[config.mk]
export PLATFORM = sky130hd
export DESIGN_NAME = bm_scheduler
export DESIGN_NICKNAME = d
export VERILOG_FILES = /design/src/rtl/bm_scheduler.sv
export SDC_FILE = /design/constraint.sdc
export NUM_CORES = 1
export LEC_CHECK = 0
export BUFFER_PORTS_ARGS = -buffer_cell sky130_fd_sc_hd__buf_2
export CORE_AREA = 2 2 56 58
export CTS_BUF_LIST = sky130_fd_sc_hd__clkbuf_4
export CTS_CLUSTER_DIAMETER = 150
export DETAILED_ROUTE_END_ITERATION = 16
export DIE_AREA = 0 0 58 60
export PLACE_DENSITY = 0.75
export SYNTH_ARGS = -nofsm -noshare
export SYNTH_HDL_FRONTEND = slang
export SYNTH_SLANG_ARGS = --single-unit
export TNS_END_PERCENT = 100
[constraint.sdc]
create_clock -name clk -period 2.4 [get_ports clk]
set_clock_uncertainty 0.1 [all_clocks]
set_input_delay 0.36 -clock clk [delete_from_list [all_inputs] [get_ports clk]]
set_output_delay 0.36 -clock clk [all_outputs]
set_load 0.005 [all_outputs]
[src/rtl/bm_scheduler.sv]
// bm_scheduler: sequencer for the Viterbi branch-metric datapath.
// Latches one received 2-bit symbol, then walks all 2^K trellis branches
// through a single shared external Xor_2bit, converting each XOR result to
// a Hamming metric and streaming {state, bit, metric} over valid/ready.
// Optional build macro: ERASURE_EN adds sym_erase[1:0] to mask code bits.
module bm_scheduler #(
    parameter int unsigned    K     = 3,
    parameter logic [K-1:0]   G0    = 3'b111,
    parameter logic [K-1:0]   G1    = 3'b101,
    parameter int unsigned    CNT_W = 16
) (
    input  logic             clk,
    input  logic             rst_n,
    input  logic             sym_valid,
    output logic             sym_ready,
    input  logic [1:0]       sym,
`ifdef ERASURE_EN
    input  logic [1:0]       sym_erase,
`endif
    output logic [1:0]       xor_in1,
    output logic [1:0]       xor_in2,
    input  logic [1:0]       xor_out,
    output logic             bm_valid,
    input  logic             bm_ready,
    output logic [K-2:0]     bm_state,
    output logic             bm_bit,
    output logic [1:0]       bm_metric,
    output logic             bm_last,
    output logic [CNT_W-1:0] sym_cnt
);

    localparam int unsigned SW = K - 1;

    localparam logic [K-1:0]     IDX_ONE  = K'(1);
    localparam logic [K-1:0]     IDX_LAST = '1;
    localparam logic [CNT_W-1:0] CNT_ONE  = CNT_W'(1);

    typedef enum logic [1:0] {
        ST_IDLE,
        ST_LOAD,
        ST_EMIT
    } state_t;

    state_t           state_q, state_d;
    logic [K-1:0]     idx_q, idx_d;
    logic [1:0]       sym_q, sym_d;
    logic             valid_q, valid_d;
    logic [SW-1:0]    bstate_q, bstate_d;
    logic             bbit_q, bbit_d;
    logic [1:0]       metric_q, metric_d;
    logic             last_q, last_d;
    logic [CNT_W-1:0] cnt_q, cnt_d;
`ifdef ERASURE_EN
    logic [1:0]       erase_q, erase_d;
`endif

    logic [K-1:0]     idx_next;
    logic [K-1:0]     drive_idx;
    logic [1:0]       keep_mask;
    logic [1:0]       masked;
    logic [1:0]       metric_now;

    // Expected code word for branch index {state, bit}; register is {bit, state}.
    function automatic logic [1:0] exp_word(input logic [K-1:0] ix);
        logic [K-1:0] r;
        r = {ix[0], ix[K-1:1]};
        return {^(r & G0), ^(r & G1)};
    endfunction

    assign idx_next = idx_q + IDX_ONE;

    // While a beat is presented the XOR already evaluates the following
    // branch, so an accepted beat can be replaced on the very same edge.
    always_comb begin
        drive_idx = (state_q == ST_EMIT) ? idx_next : idx_q;
    end

    // Erased code-bit positions contribute nothing to the metric.
    always_comb begin
`ifdef ERASURE_EN
        keep_mask = ~erase_q;
`else
        keep_mask = '1;
`endif
        masked     = xor_out & keep_mask;
        metric_now = {1'b0, masked[1]} + {1'b0, masked[0]};
    end

    // Next-state and datapath-register update for the branch walk.
    always_comb begin
        state_d  = state_q;
        idx_d    = idx_q;
        sym_d    = sym_q;
        valid_d  = valid_q;
        bstate_d = bstate_q;
        bbit_d   = bbit_q;
        metric_d = metric_q;
        last_d   = last_q;
        cnt_d    = cnt_q;
`ifdef ERASURE_EN
        erase_d  = erase_q;
`endif
        unique case (state_q)
            ST_IDLE: begin
                if (sym_valid) begin
                    sym_d   = sym;
`ifdef ERASURE_EN
                    erase_d = sym_erase;
`endif
                    idx_d   = '0;
                    state_d = ST_LOAD;
                end
            end
            ST_LOAD: begin
                metric_d = metric_now;
                bstate_d = idx_q[SW:1];
                bbit_d   = idx_q[0];
                last_d   = (idx_q == IDX_LAST);
                valid_d  = 1'b1;
                state_d  = ST_EMIT;
            end
            ST_EMIT: begin
                if (bm_ready) begin
                    if (last_q) begin
                        valid_d = 1'b0;
                        cnt_d   = cnt_q + CNT_ONE;
                        state_d = ST_IDLE;
                    end else begin
                        idx_d    = idx_next;
                        metric_d = metric_now;
                        bstate_d = idx_next[SW:1];
                        bbit_d   = idx_next[0];
                        last_d   = (idx_next == IDX_LAST);
                    end
                end
            end
            default: begin
                state_d = ST_IDLE;
            end
        endcase
    end

    // State and datapath registers with asynchronous active-low reset.
    always_ff @(posedge clk or negedge rst_n) begin
        if (!rst_n) begin
            state_q  <= ST_IDLE;
            idx_q    <= '0;
            sym_q    <= '0;
            valid_q  <= 1'b0;
            bstate_q <= '0;
            bbit_q   <= 1'b0;
            metric_q <= '0;
            last_q   <= 1'b0;
            cnt_q    <= '0;
`ifdef ERASURE_EN
            erase_q  <= '0;
`endif
        end else begin
            state_q  <= state_d;
            idx_q    <= idx_d;
            sym_q    <= sym_d;
            valid_q  <= valid_d;
            bstate_q <= bstate_d;
            bbit_q   <= bbit_d;
            metric_q <= metric_d;
            last_q   <= last_d;
            cnt_q    <= cnt_d;
`ifdef ERASURE_EN
            erase_q  <= erase_d;
`endif
        end
    end

    assign sym_ready = (state_q == ST_IDLE);
    assign xor_in1   = sym_q;
    assign xor_in2   = exp_word(drive_idx);
    assign bm_valid  = valid_q;
    assign bm_state  = bstate_q;
    assign bm_bit    = bbit_q;
    assign bm_metric = metric_q;
    assign bm_last   = last_q;
    assign sym_cnt   = cnt_q;

endmodule
==> impl_metrics.env <==
export IMPL_status="completed"
export IMPL_required_ns=1.94
export IMPL_startpoint_type="flip-flop"
export IMPL_start_util_pct=51.64
export IMPL_num_vias=1188
export IMPL_multi_input_area_um2=739.5
export IMPL_grt_overflow=0
export IMPL_gr_usage_all_layers_pct=19.54
export IMPL_synth_warning_count=0
export IMPL_htree_num_levels=2
export IMPL_yosysMostFrequentCell="dfrtp_1"
export IMPL_drcViolationCount=0
export IMPL_fp_dieW_um=58
export IMPL_numPortBuffers=35
export IMPL_register_area_um2=753.2
export IMPL_rsz0062_at_grt="no"
export IMPL_ff2ff_setup_slack_ns=0.53
export IMPL_cts_path_max_buffers=2
export IMPL_syn_cell_area_um2=1499
export IMPL_placed_area_um2=1704
export IMPL_post_route_cell_area_um2=1821
export IMPL_cts_buffers=5
export IMPL_clock_fmax_mhz=435.8
export IMPL_nNetsFinal=195
export IMPL_via_per_inst=5.526
export IMPL_synth_xor_area_share_pct=11.10
export IMPL_synth_compound_area_share_pct=8.347
export IMPL_antenna_found_initial=0
export IMPL_worst_slew_pin_slew_ns=0.6533
export IMPL_netlist_area_leader_share_pct=50.08
export IMPL_min_period_ns=2.295
export IMPL_cts_tree="yes"
export IMPL_reg2reg_depth=3
export IMPL_cp_max_fo=3
export IMPL_ys_seq_elements=30
export IMPL_maxSlewViolCount=0
export IMPL_root_buffer="clkbuf_4"
export IMPL_grt_pass1_vias=1156
export IMPL_setup_violations_final=0
export IMPL_place_hpwl_um=2144
export IMPL_ys_flop_type="dfrtp_1"
export IMPL_clk_pin_slew_ns=0.09
export IMPL_io_pins=36
export IMPL_hold_path_class="in2reg"
export IMPL_drive_gt1_share_pct=33.52
export IMPL_synth_seq_area_share_pct=50.08
export IMPL_clock_sinks=30
export IMPL_placed_cells_incl_taps=204
export IMPL_async_reset_ff_share_pct=100.0
export IMPL_path_class="reg2out"
export IMPL_clk_latency_ns=0.32
export IMPL_worstHoldPathCells=2
export IMPL_finalNonFillerCells=215
export IMPL_diodes=0
export IMPL_fp_dieH_um=60
export IMPL_synthTopCellsByArea="dfrtp_1 (50%), xnor2_1 (8.8%), mux2_2 (4.5%)"
export IMPL_synth_fp_nets=152
export IMPL_hold_viol_final=0
export IMPL_core_um2=2903
export IMPL_first_pass_iters=4
export IMPL_max_cap_viol_count=0
export IMPL_finalCritPeriodShare_pct=95.61
export IMPL_grt_first_pass_wirelength_um=5050
export IMPL_cp_arrival_ns=1.83
export IMPL_synth_mux_area_share_pct=5.175
export IMPL_grt_max_degree=31
export IMPL_gp_congestion=0.7898
export IMPL_slew_limit_headroom_pct=56.45
export IMPL_whs_ns=0.1647
export IMPL_drtAntennaViolNets=0
export IMPL_routed_wirelength_um=2927
export IMPL_totalPowerFinal_mw=1.808
export IMPL_synth_fa_ha_area_share_pct=4.174
export IMPL_synth_edff_count=0
export IMPL_synthDistinctLibCells=30
export IMPL_placementRows=20
export IMPL_detail_route_iter0_violations=30
export IMPL_leakage_nw=0.9073
export IMPL_yosys_area_share_simple_pct=18.61
export IMPL_synth_top_family_by_area="simple AND/OR/NAND/NOR gates"
export IMPL_syn_inst=139
export IMPL_power_density_nw_per_um2=993.1
export IMPL_ys_top_cells_by_count="dfrtp_1 (30), nand2_1 (15), xnor2_1 (15)"
export IMPL_post_drt_wl_per_cell_um=13.61
export IMPL_syn_avg_cell_area_um2=10.78
export IMPL_areaGrowthSynthToFinish_pct=21.45
export IMPL_die_area_um2=3480
export IMPL_cp_end_kind="output port"
export IMPL_fill_cells=255
export IMPL_synth_top_cell_by_area="dfrtp_1"
export IMPL_peakVddDrop_uv=709.8
export IMPL_finalSetupTns_ns=0
[flip-flops by register name, indices dropped and copies added, names as in the netlist]
| register | cells |
|---|---|
| bm_bit | 1 |
| bm_last | 1 |
| bm_metric | 2 |
| bm_state | 2 |
| bm_valid | 1 |
| idx_q | 3 |
| state_q | 2 |
| sym_cnt | 16 |
| xor_in1 | 2 |
[metrics by stage]
| stage | util, % | setup slack [ns] |
|---|---|---|
| global route | 62.72 | 0.01180 |
| CTS | 61.72 | 0.02162 |
| detailed placement | 58.71 | 0.3005 |
| floorplan | - | 0.4838 |
| finish | 62.72 | 0.1053 |
| global placement | 58.71 | 0.3668 |
[power breakdown]
| group | switching [mW] | internal [mW] | total, mW |
|---|---|---|---|
| Combinational | 0.345 | 0.392 | 0.737 |
| Clock | 0.158 | 0.133 | 0.291 |
| Sequential | 0.149 | 0.631 | 0.780 |
| Total | 0.653 | 1.16 | 1.81 |
[per-layer routing]
| layer | vias to the layer above | share of wire, % | track usage (%) |
|---|---|---|---|
| met2 | 39 | 52 | 33.77 |
| met1 | 581 | 40 | 22.56 |
| met3 | 9 | 4.7 | 3.896 |
| met5 | - | 0 | 0 |
| li1 | 559 | - | - |
| met4 | 0 | 2.8 | 11.30 |
[cell usage in the layout (no fill, tap or decap), types with 2 or more instances in the layout]
cell,count
and2_1,2
clkbuf_4,7
nand2_1,15
xor2_1,4
a21oi_1,5
ha_1,3
xnor2_1,15
mux2_2,6
dfrtp_1,28
o21ai_0,9
nor2_1,7
inv_1,5
buf_2,35
nand3_1,7
buf_4,4
nand2b_1,3
ha_4,2
nand4_1,3
nand3b_1,2
and3_1,2
a22o_1,3
dfrtp_2,2
[cell families (layout without fill, tap and decap cells)]
group	Yosys count	after routing
muxes	7	7
buffers and inverters	9	52
adders and majority gates	5	5
DFF	30	30
xor gates and xnor gates	19	19
AOI/OAI and AO/OA	21	21
and+or+nand+nor	48	48
[worst max-delay path, stage by stage, from the launching register on]
cell and delay, ns:
dfrtp_2 0.42, ha_1 0.23, ha_4 0.29, xnor2_1 0.11, nor2_1 0.07, a21oi_2 0.13
xnor2_1 0.13, buf_2 0.13
[final cells by class]
type                    count  share of cell area, %
clock buffers               7                  2.887
inverters                   5                  1.031
multi-input cells         100                  40.62
flip-flops and latches     30                  41.37
well taps                  33                  2.268
repair buffers             40                  11.82
[final timing paths]
kind	from	endpoint
worst min register to register	sym_cnt[15]	sym_cnt[15]
worst max-delay path	idx_q[0]	xor_in2[1]
worst max register to register	state_q[1]	bm_metric[0]
worst min-delay path	sym[1]	xor_in1[1]
max in group asynchronous	rst_n	idx_q[0]
min in group asynchronous	rst_n	bm_last
[repair_timing]
item | CTS | global route
setup buffers | 3 | 0
hold buffers | 1 | 0
pin swaps | 0 | 0
endpoints found under the setup margin | 1 | 1
gates resized for setup | 2 | 3
endpoints found under the hold margin | 30 | 0
No activity file was read; power rests on OpenSTA's default activity.
